### config.mk
export PLATFORM = sky130hd
export DESIGN_NAME = mandel_host_link_flat
export DESIGN_NICKNAME = d
export VERILOG_FILES = /design/src/rtl/mandel_host_link_if.sv /design/src/rtl/mandel_host_link.sv /design/src/flat_wrapper.sv
export SDC_FILE = /design/constraint.sdc
export NUM_CORES = 1
export LEC_CHECK = 0
export ABC_AREA = 1
export BUFFER_PORTS_ARGS = -buffer_cell sky130_fd_sc_hd__buf_2
export CORE_ASPECT_RATIO = 1.4
export CORE_MARGIN = 10
export CORE_UTILIZATION = 59
export CTS_CLUSTER_DIAMETER = 150
export DETAILED_ROUTE_END_ITERATION = 10
export GPL_TIMING_DRIVEN = 0
export PLACE_DENSITY_LB_ADDON = 0.08
export SLEW_MARGIN = 20
export SYNTH_ARGS = -nofsm -noshare
export SYNTH_HDL_FRONTEND = slang
export SYNTH_SLANG_ARGS = --single-unit
### constraint.sdc
create_clock -name clk -period 4.3 [get_ports clk]
set_input_delay 0.43 -clock clk [delete_from_list [all_inputs] [get_ports clk]]
set_output_delay 0.43 -clock clk [all_outputs]
set_load 0.05 [all_outputs]
### src/rtl/mandel_host_link_if.sv
// Job/result link bundle between host control, UART byte engines and framebuffer write port.
// master = surrounding logic, slave = mandel_host_link.
interface mandel_host_link_if;
    logic        start;
    logic [7:0]  pix_x;
    logic [7:0]  pix_y;
    logic [15:0] cxs;
    logic [15:0] cys;
    logic [15:0] dcx;
    logic [15:0] dcy;
    logic        busy;
    logic        done;
    logic        err;
    logic [7:0]  t_data;
    logic        t_start;
    logic        t_busy;
    logic [7:0]  r_data;
    logic        r_ready;
    logic [7:0]  wx;
    logic [6:0]  wy;
    logic [1:0]  wd;
    logic        we;

    modport master (
        output start, pix_x, pix_y, cxs, cys, dcx, dcy, t_busy, r_data, r_ready,
        input  busy, done, err, t_data, t_start, wx, wy, wd, we
    );

    modport slave (
        input  start, pix_x, pix_y, cxs, cys, dcx, dcy, t_busy, r_data, r_ready,
        output busy, done, err, t_data, t_start, wx, wy, wd, we
    );
endinterface

### src/rtl/mandel_host_link.sv
// Mandelbrot job initiator: serialises a 10-byte job to the UART TX, paints each returned byte.
// Optional RX inactivity abort is compiled in with MANDEL_LINK_TIMEOUT_EN.
module mandel_host_link #(
    parameter int MAX_ITER    = 100,
    parameter int N_PIX_X     = 192,
    parameter int N_PIX_Y     = 128,
    parameter int TIMEOUT_CYC = 2400000
) (
    input  logic               clk,
    input  logic               rst,
    mandel_host_link_if.slave  link_io
);

    typedef enum logic [2:0] {
        IDLE, TX_LOAD, TX_WAIT_BUSY, TX_WAIT_IDLE, RX_WAIT, RX_WRITE, RX_RELEASE, DONE
    } state_t;

    localparam logic [7:0] MAX_B = 8'(MAX_ITER);
    localparam logic [8:0] LIM_X = 9'(N_PIX_X);
    localparam logic [8:0] LIM_Y = 9'(N_PIX_Y);

    state_t       state_q;
    logic [79:0]  job_q;
    logic [3:0]   byte_cnt_q;
    logic [7:0]   pix_x_q, pix_y_q;
    logic [7:0]   cx_q, cy_q;
    logic [7:0]   rx_byte_q;
    logic [15:0]  pix_cnt_q;
    logic         rx_prev_q;
    logic         busy_q, done_q, t_start_q, we_q;
    logic [7:0]   t_data_q, wx_q;
    logic [6:0]   wy_q;
    logic [1:0]   wd_q;

    logic [15:0]  pix_total;
    logic [1:0]   colour;
    logic         in_bounds;
    logic         unused_tmo;

    assign pix_total  = 16'(pix_x_q) * 16'(pix_y_q);
    assign in_bounds  = ({1'b0, cx_q} < LIM_X) && ({1'b0, cy_q} < LIM_Y);
    assign unused_tmo = (TIMEOUT_CYC > 0);

    always_comb begin
        colour = rx_byte_q[1:0];
        if (rx_byte_q == MAX_B)
            colour = 2'b00;
        else if (rx_byte_q[1:0] == 2'b00)
            colour = 2'b11;
    end

`ifdef MANDEL_LINK_TIMEOUT_EN
    localparam int                TMO_W    = $clog2(TIMEOUT_CYC + 1);
    localparam logic [TMO_W-1:0]  TMO_LAST = TMO_W'(TIMEOUT_CYC - 1);
    logic [TMO_W-1:0] tmo_q;
    logic             err_q;
    assign link_io.err = err_q;
`else
    assign link_io.err = 1'b0;
`endif

    always_ff @(posedge clk) begin
        if (rst) begin
            state_q    <= IDLE;
            job_q      <= '0;
            byte_cnt_q <= '0;
            pix_x_q    <= '0;
            pix_y_q    <= '0;
            cx_q       <= '0;
            cy_q       <= '0;
            rx_byte_q  <= '0;
            pix_cnt_q  <= '0;
            rx_prev_q  <= 1'b0;
            busy_q     <= 1'b0;
            done_q     <= 1'b0;
            t_start_q  <= 1'b0;
            we_q       <= 1'b0;
            t_data_q   <= '0;
            wx_q       <= '0;
            wy_q       <= '0;
            wd_q       <= '0;
`ifdef MANDEL_LINK_TIMEOUT_EN
            tmo_q      <= '0;
            err_q      <= 1'b0;
`endif
        end else begin
            // Edge flag follows r_ready in every state so bytes seen during TX are discarded.
            rx_prev_q <= link_io.r_ready;
            done_q    <= 1'b0;
            t_start_q <= 1'b0;
            we_q      <= 1'b0;
`ifdef MANDEL_LINK_TIMEOUT_EN
            err_q     <= 1'b0;
`endif
            case (state_q)
                IDLE: begin
                    if (link_io.start) begin
                        job_q      <= {link_io.pix_x, link_io.pix_y, link_io.cxs, link_io.cys,
                                       link_io.dcx, link_io.dcy};
                        pix_x_q    <= link_io.pix_x;
                        pix_y_q    <= link_io.pix_y;
                        byte_cnt_q <= '0;
                        pix_cnt_q  <= '0;
                        cx_q       <= '0;
                        cy_q       <= '0;
                        busy_q     <= 1'b1;
                        state_q    <= (link_io.pix_x == 8'd0 || link_io.pix_y == 8'd0) ? DONE : TX_LOAD;
                    end
                end
                TX_LOAD: begin
                    if (!link_io.t_busy) begin
                        t_data_q  <= job_q[79:72];
                        t_start_q <= 1'b1;
                        job_q     <= {job_q[71:0], 8'h00};
                        state_q   <= TX_WAIT_BUSY;
                    end
                end
                TX_WAIT_BUSY: begin
                    if (link_io.t_busy)
                        state_q <= TX_WAIT_IDLE;
                end
                TX_WAIT_IDLE: begin
                    if (!link_io.t_busy) begin
                        byte_cnt_q <= byte_cnt_q + 4'd1;
                        if (byte_cnt_q == 4'd9) begin
                            state_q <= RX_WAIT;
`ifdef MANDEL_LINK_TIMEOUT_EN
                            tmo_q   <= '0;
`endif
                        end else begin
                            state_q <= TX_LOAD;
                        end
                    end
                end
                RX_WAIT: begin
                    if (link_io.r_ready && !rx_prev_q) begin
                        rx_byte_q <= link_io.r_data;
                        state_q   <= RX_WRITE;
                    end
`ifdef MANDEL_LINK_TIMEOUT_EN
                    else if (tmo_q == TMO_LAST) begin
                        err_q   <= 1'b1;
                        busy_q  <= 1'b0;
                        state_q <= IDLE;
                    end else begin
                        tmo_q <= tmo_q + 1'b1;
                    end
`endif
                end
                RX_WRITE: begin
                    we_q      <= in_bounds;
                    wx_q      <= cx_q;
                    wy_q      <= cy_q[6:0];
                    wd_q      <= colour;
                    pix_cnt_q <= pix_cnt_q + 16'd1;
                    // Column-major walk: rows advance first, then the column.
                    if (cy_q == pix_y_q - 8'd1) begin
                        cy_q <= '0;
                        cx_q <= cx_q + 8'd1;
                    end else begin
                        cy_q <= cy_q + 8'd1;
                    end
                    state_q <= RX_RELEASE;
                end
                RX_RELEASE: begin
                    if (!link_io.r_ready) begin
                        if (pix_cnt_q == pix_total) begin
                            state_q <= DONE;
                        end else begin
                            state_q <= RX_WAIT;
`ifdef MANDEL_LINK_TIMEOUT_EN
                            tmo_q   <= '0;
`endif
                        end
                    end
                end
                DONE: begin
                    done_q  <= 1'b1;
                    busy_q  <= 1'b0;
                    state_q <= IDLE;
                end
                default: state_q <= IDLE;
            endcase
        end
    end

    assign link_io.busy    = busy_q;
    assign link_io.done    = done_q;
    assign link_io.t_data  = t_data_q;
    assign link_io.t_start = t_start_q;
    assign link_io.wx      = wx_q;
    assign link_io.wy      = wy_q;
    assign link_io.wd      = wd_q;
    assign link_io.we      = we_q;

endmodule

### src/flat_wrapper.sv
// flat-port wrapper written by rule: the top's interface ports become plain ports
module mandel_host_link_flat 
#(
    parameter int MAX_ITER    = 100,
    parameter int N_PIX_X     = 192,
    parameter int N_PIX_Y     = 128,
    parameter int TIMEOUT_CYC = 2400000
)
  (clk, rst, link_io_start, link_io_pix_x, link_io_pix_y, link_io_cxs, link_io_cys, link_io_dcx, link_io_dcy, link_io_t_busy, link_io_r_data, link_io_r_ready, link_io_busy, link_io_done, link_io_err, link_io_t_data, link_io_t_start, link_io_wx, link_io_wy, link_io_wd, link_io_we);
  mandel_host_link_if link_io_i ();
  input  logic clk;
  input  logic rst;
  input wire logic [$bits(link_io_i.start)-1:0] link_io_start;
  input wire logic [$bits(link_io_i.pix_x)-1:0] link_io_pix_x;
  input wire logic [$bits(link_io_i.pix_y)-1:0] link_io_pix_y;
  input wire logic [$bits(link_io_i.cxs)-1:0] link_io_cxs;
  input wire logic [$bits(link_io_i.cys)-1:0] link_io_cys;
  input wire logic [$bits(link_io_i.dcx)-1:0] link_io_dcx;
  input wire logic [$bits(link_io_i.dcy)-1:0] link_io_dcy;
  input wire logic [$bits(link_io_i.t_busy)-1:0] link_io_t_busy;
  input wire logic [$bits(link_io_i.r_data)-1:0] link_io_r_data;
  input wire logic [$bits(link_io_i.r_ready)-1:0] link_io_r_ready;
  output wire logic [$bits(link_io_i.busy)-1:0] link_io_busy;
  output wire logic [$bits(link_io_i.done)-1:0] link_io_done;
  output wire logic [$bits(link_io_i.err)-1:0] link_io_err;
  output wire logic [$bits(link_io_i.t_data)-1:0] link_io_t_data;
  output wire logic [$bits(link_io_i.t_start)-1:0] link_io_t_start;
  output wire logic [$bits(link_io_i.wx)-1:0] link_io_wx;
  output wire logic [$bits(link_io_i.wy)-1:0] link_io_wy;
  output wire logic [$bits(link_io_i.wd)-1:0] link_io_wd;
  output wire logic [$bits(link_io_i.we)-1:0] link_io_we;
  assign link_io_i.start = link_io_start;
  assign link_io_i.pix_x = link_io_pix_x;
  assign link_io_i.pix_y = link_io_pix_y;
  assign link_io_i.cxs = link_io_cxs;
  assign link_io_i.cys = link_io_cys;
  assign link_io_i.dcx = link_io_dcx;
  assign link_io_i.dcy = link_io_dcy;
  assign link_io_i.t_busy = link_io_t_busy;
  assign link_io_i.r_data = link_io_r_data;
  assign link_io_i.r_ready = link_io_r_ready;
  assign link_io_busy = link_io_i.busy;
  assign link_io_done = link_io_i.done;
  assign link_io_err = link_io_i.err;
  assign link_io_t_data = link_io_i.t_data;
  assign link_io_t_start = link_io_i.t_start;
  assign link_io_wx = link_io_i.wx;
  assign link_io_wy = link_io_i.wy;
  assign link_io_wd = link_io_i.wd;
  assign link_io_we = link_io_i.we;
  mandel_host_link #(.MAX_ITER(MAX_ITER), .N_PIX_X(N_PIX_X), .N_PIX_Y(N_PIX_Y), .TIMEOUT_CYC(TIMEOUT_CYC)) u_core (.clk(clk), .rst(rst), .link_io(link_io_i));
endmodule
==> impl_metrics.yaml <==
outcome:
  status: "finished clean"
sta:
  fin_skew_ns: 0.0138
  worst_pin_slew_ns: 0.803
  setup_violations: 0
  timing.fmax_mhz: 241
  hold_viol_final: 0
  holdWs_ns: 0.229
  worst_slack_ns: 0.153
  period_share_pct: 96.5
  max_slew_margin_pct: 46.5
  period_needed_ns: 4.15
  final-max-slew-violation-count: 0
logic_synthesis:
  synth_edf_count: 0
  yosysMostFrequentCell: "nand2_1"
  netlist_instances: 1420
  ys_ff_latch: 173
  synth_async_sr_flop_share_pct: 0
  synth_area_leaders: "dfxtp_1 (34%), nand2_1 (15%), fa_1 (7.1%)"
  synth_top_cell_by_area: "dfxtp_1"
  yosys-top-cells-count: "nand2_1 (408), dfxtp_1 (173), inv_1 (154)"
  ys_seq_area_share_pct: 34.1
  syn-num-nets: 1591
  ys.flop_type: "dfxtp_1"
  synth_area_per_cell_um2: 7.15
  yosysUniqueCellTypes: 47
  synthesis.area_um2: 10200
  synth_top_area_share_pct: 34.1
  ys_warn_count: 0
floorplanning:
  die_y_um: 175
  num_rows: 56
  start_util_pct: 60.4
  io_pins: 123
  fp.coreArea_um2: 16800
  die_area_um2: 22900
  die-width_um: 131
global_routing:
  antenna_found_initial: 0
  grt_overflow_total: 0
  grt_pass1_vias: 9822
  grt_max_degree: 17
  grt_pass1_wl_um: 46600
  grtUsageTotal_pct: 25.3
power:
  p_seq_share_pct: 37.6
  p_sw_uw: 2320
  p_per_area_nw_per_um2: 497
  internal_power_uw: 3590
  combPwrFrac_pct: 35.7
  vdd_drop_max_mv: 0.359
  p_leak_uw: 0.00562
  p_clk_share_pct: 26.7
  swShare_pct: 39.2
finish:
  nets: 1740
  layout-drive-gt1-share_pct: 18.0
  final-seq-area_um2: 3490
  area_growth_pct: 17.0
  fillers: 1437
  diodes: 0
  multiInputGateArea_um2: 5790
  fin_util_pct: 70.7
critical_path:
  endpoint_kind: "flip-flop"
  cp_common_cell: "nand2_1"
  crit_type: "flip-flop to flip-flop"
  required_ns: 4.66
  worstPathCellList: "buf_6 -> nand2_1 -> fa_1 -> fa_1 -> fa_1 -> inv_1 -> fa_1 -> ha_4 -> nand2_1 -> inv_1 -> a21oi_1 -> nand2_1 -> nand2_1 -> nand3_1 -> nand2_1 -> nand4_1 -> a21oi_1"
  cp_top_family: "adder cells"
  critPathArrivalTime_ns: 4.51
  worstSetupStartpointType: "flip-flop"
  crit_fanout: 7
  crit_buf_inv: 3
  max_stage_delay_ns: 0.56
  cp_slowest_cell: "fa_1"
clock_network:
  cts.sinks: 173
  htreeDepth: 4
  root_buffer: "clkbuf_16"
  ctsLongestPathBuffers: 2
  clk_pin_slew_ns: 0.07
  worstSkewPairLatency_ns: 0.44
  tritoncts: "yes"
  cts_made_buffers: 17
drt:
  via_per_inst: 5.55
  drt_first_iter_violations: 578
  drt_first_pass_iters: 6
  drc: 0
  drt.antenna.violating_nets: 0
  drt_wl_total_um: 29400
  drt-wirelength-per-cell_um: 16.5
  vias: 9915
placed_design:
  io_buffer_count: 121
  dp_slack_ns: -0.352
  hpwl_um: 22200
  gp_congestion: 0.914
hold_path:
  hold_path.class: "input pin to flip-flop"
run:
  drv_cap: 0
[cells by family (layout without fill, tap and decap cells)]
family | count (synthesis) | in the layout | share of synthesized area (%)
xor gates and xnor gates | 30 | 30 | 2.59
and+or+nand+nor | 601 | 601 | 25.1
DFF | 173 | 173 | 34.1
adders and majority gates | 78 | 78 | 12.3
AOI/OAI and AO/OA | 293 | 293 | 16.0
other | 1 | 1 | 0.0369
buffers and inverters | 244 | 406 | 9.86
[routing by layer]
layer | GRT usage [%] | up-vias | wire (um)
met2 | 46.3 | 346 | 15600
met4 | 14.2 | 0 | 1490
li1 | - | 4885 | -
met1 | 25.9 | 4590 | 10700
met5 | 0 | - | 0
met3 | 4.67 | 94 | 1630
[final cells by class]
class / count / share of cell area [%]
Tap cell: 203 / 2.14
Sequential cell: 173 / 29.4
Inverter: 165 / 5.21
Multi-Input combinational cell: 1003 / 48.8
Clock buffer: 19 / 3.73
Buffer: 71 / 3.16
Timing Repair Buffer: 138 / 6.30
Clock inverter: 13 / 1.32
[tightest hold or removal path: stages]
cell and delay (ns):
buf_2 0.08, nor2_1 0.03, nor2_1 0.09
[placed cells by master (no fill, tap or decap), types with 4 or more instances in the layout]
cell type / instances
o21ai_1: 11
nand4_1: 10
nor2_4: 4
nand2_2: 7
o21ai_0: 117
buf_6: 6
nor2_2: 7
a211oi_1: 4
clkbuf_16: 18
nor3_1: 8
dfxtp_4: 6
buf_2: 143
nand3_1: 37
nand2_1: 405
a21oi_1: 67
nand3_2: 8
dfxtp_1: 161
clkinv_4: 5
nor4_1: 5
dfxtp_2: 6
ha_1: 35
a21oi_2: 9
nand3b_1: 4
a31oi_1: 76
inv_2: 15
inv_1: 150
xnor2_1: 17
xor2_1: 13
fa_1: 34
nor2_1: 92
clkbuf_1: 38
buf_4: 19
ha_4: 6
[power groups by stage]
stage | clock (uW) | combinational [uW] | sequential (uW)
after global placement | 0 | 1970 | 2200
final | 1580 | 2110 | 2230
after CTS | 1580 | 2000 | 2210
after detailed placement | 0 | 2010 | 2200
after floorplan | 0 | 1420 | 2210
after global routing | 1650 | 2350 | 2260
[state kept, by name, indices dropped and copies added (netlist names), 4 cells and up]
| register | cells |
|---|---|
| u_core.pix_cnt_q | 16 |
| u_core.cx_q | 8 |
| u_core.link_io.wy | 7 |
| u_core.rx_byte_q | 8 |
| u_core.link_io.t_data | 8 |
| u_core.job_q | 80 |
| u_core.pix_y_q | 8 |
| u_core.link_io.wx | 8 |
| u_core.cy_q | 8 |
| u_core.pix_x_q | 8 |
| u_core.byte_cnt_q | 4 |
[per-stage QoR]
| step | std cells | setup TNS, ns | cell area (um^2) | power (uW) |
|---|---|---|---|---|
| floorplan | 1420 | 0 | 10200 | 3620 |
| global route | 1785 | -0.00829 | 11900 | 6250 |
| finish | 1785 | 0 | 11900 | 5910 |
| CTS | 1768 | 0 | 11600 | 5790 |
| detailed placement | 1744 | -0.690 | 11000 | 4210 |
| global placement | 1744 | -0.556 | 11000 | 4170 |
[repair_timing]
| action | 4_1_cts | 5_1_grt |
|---|---|---|
| resized for setup | 16 | 36 |
| setup endpoints to repair | 2 | 2 |
| pin swaps | 2 | 21 |
| hold buffers | 0 | 0 |
| buffers inserted | 0 | 16 |
| endpoints found under the hold margin | 0 | 0 |
| cloned | 0 | 1 |
[path summary, 6_finish.rpt]
kind | startpoint | to | slack (ns) | cells past startpoint
worst max-delay path | u_core.pix_y_q[7] | u_core.state_q[0] | 0.15 | 17
worst min-delay path | link_io_r_data[5] | u_core.rx_byte_q[5] | 0.23 | 3
worst max register to register | u_core.pix_y_q[7] | u_core.state_q[0] | 0.15 | 17
worst min register to register | u_core.rx_byte_q[7] | u_core.rx_byte_q[7] | 0.45 | 2
Note: power is estimated with default switching activity, not from simulation.
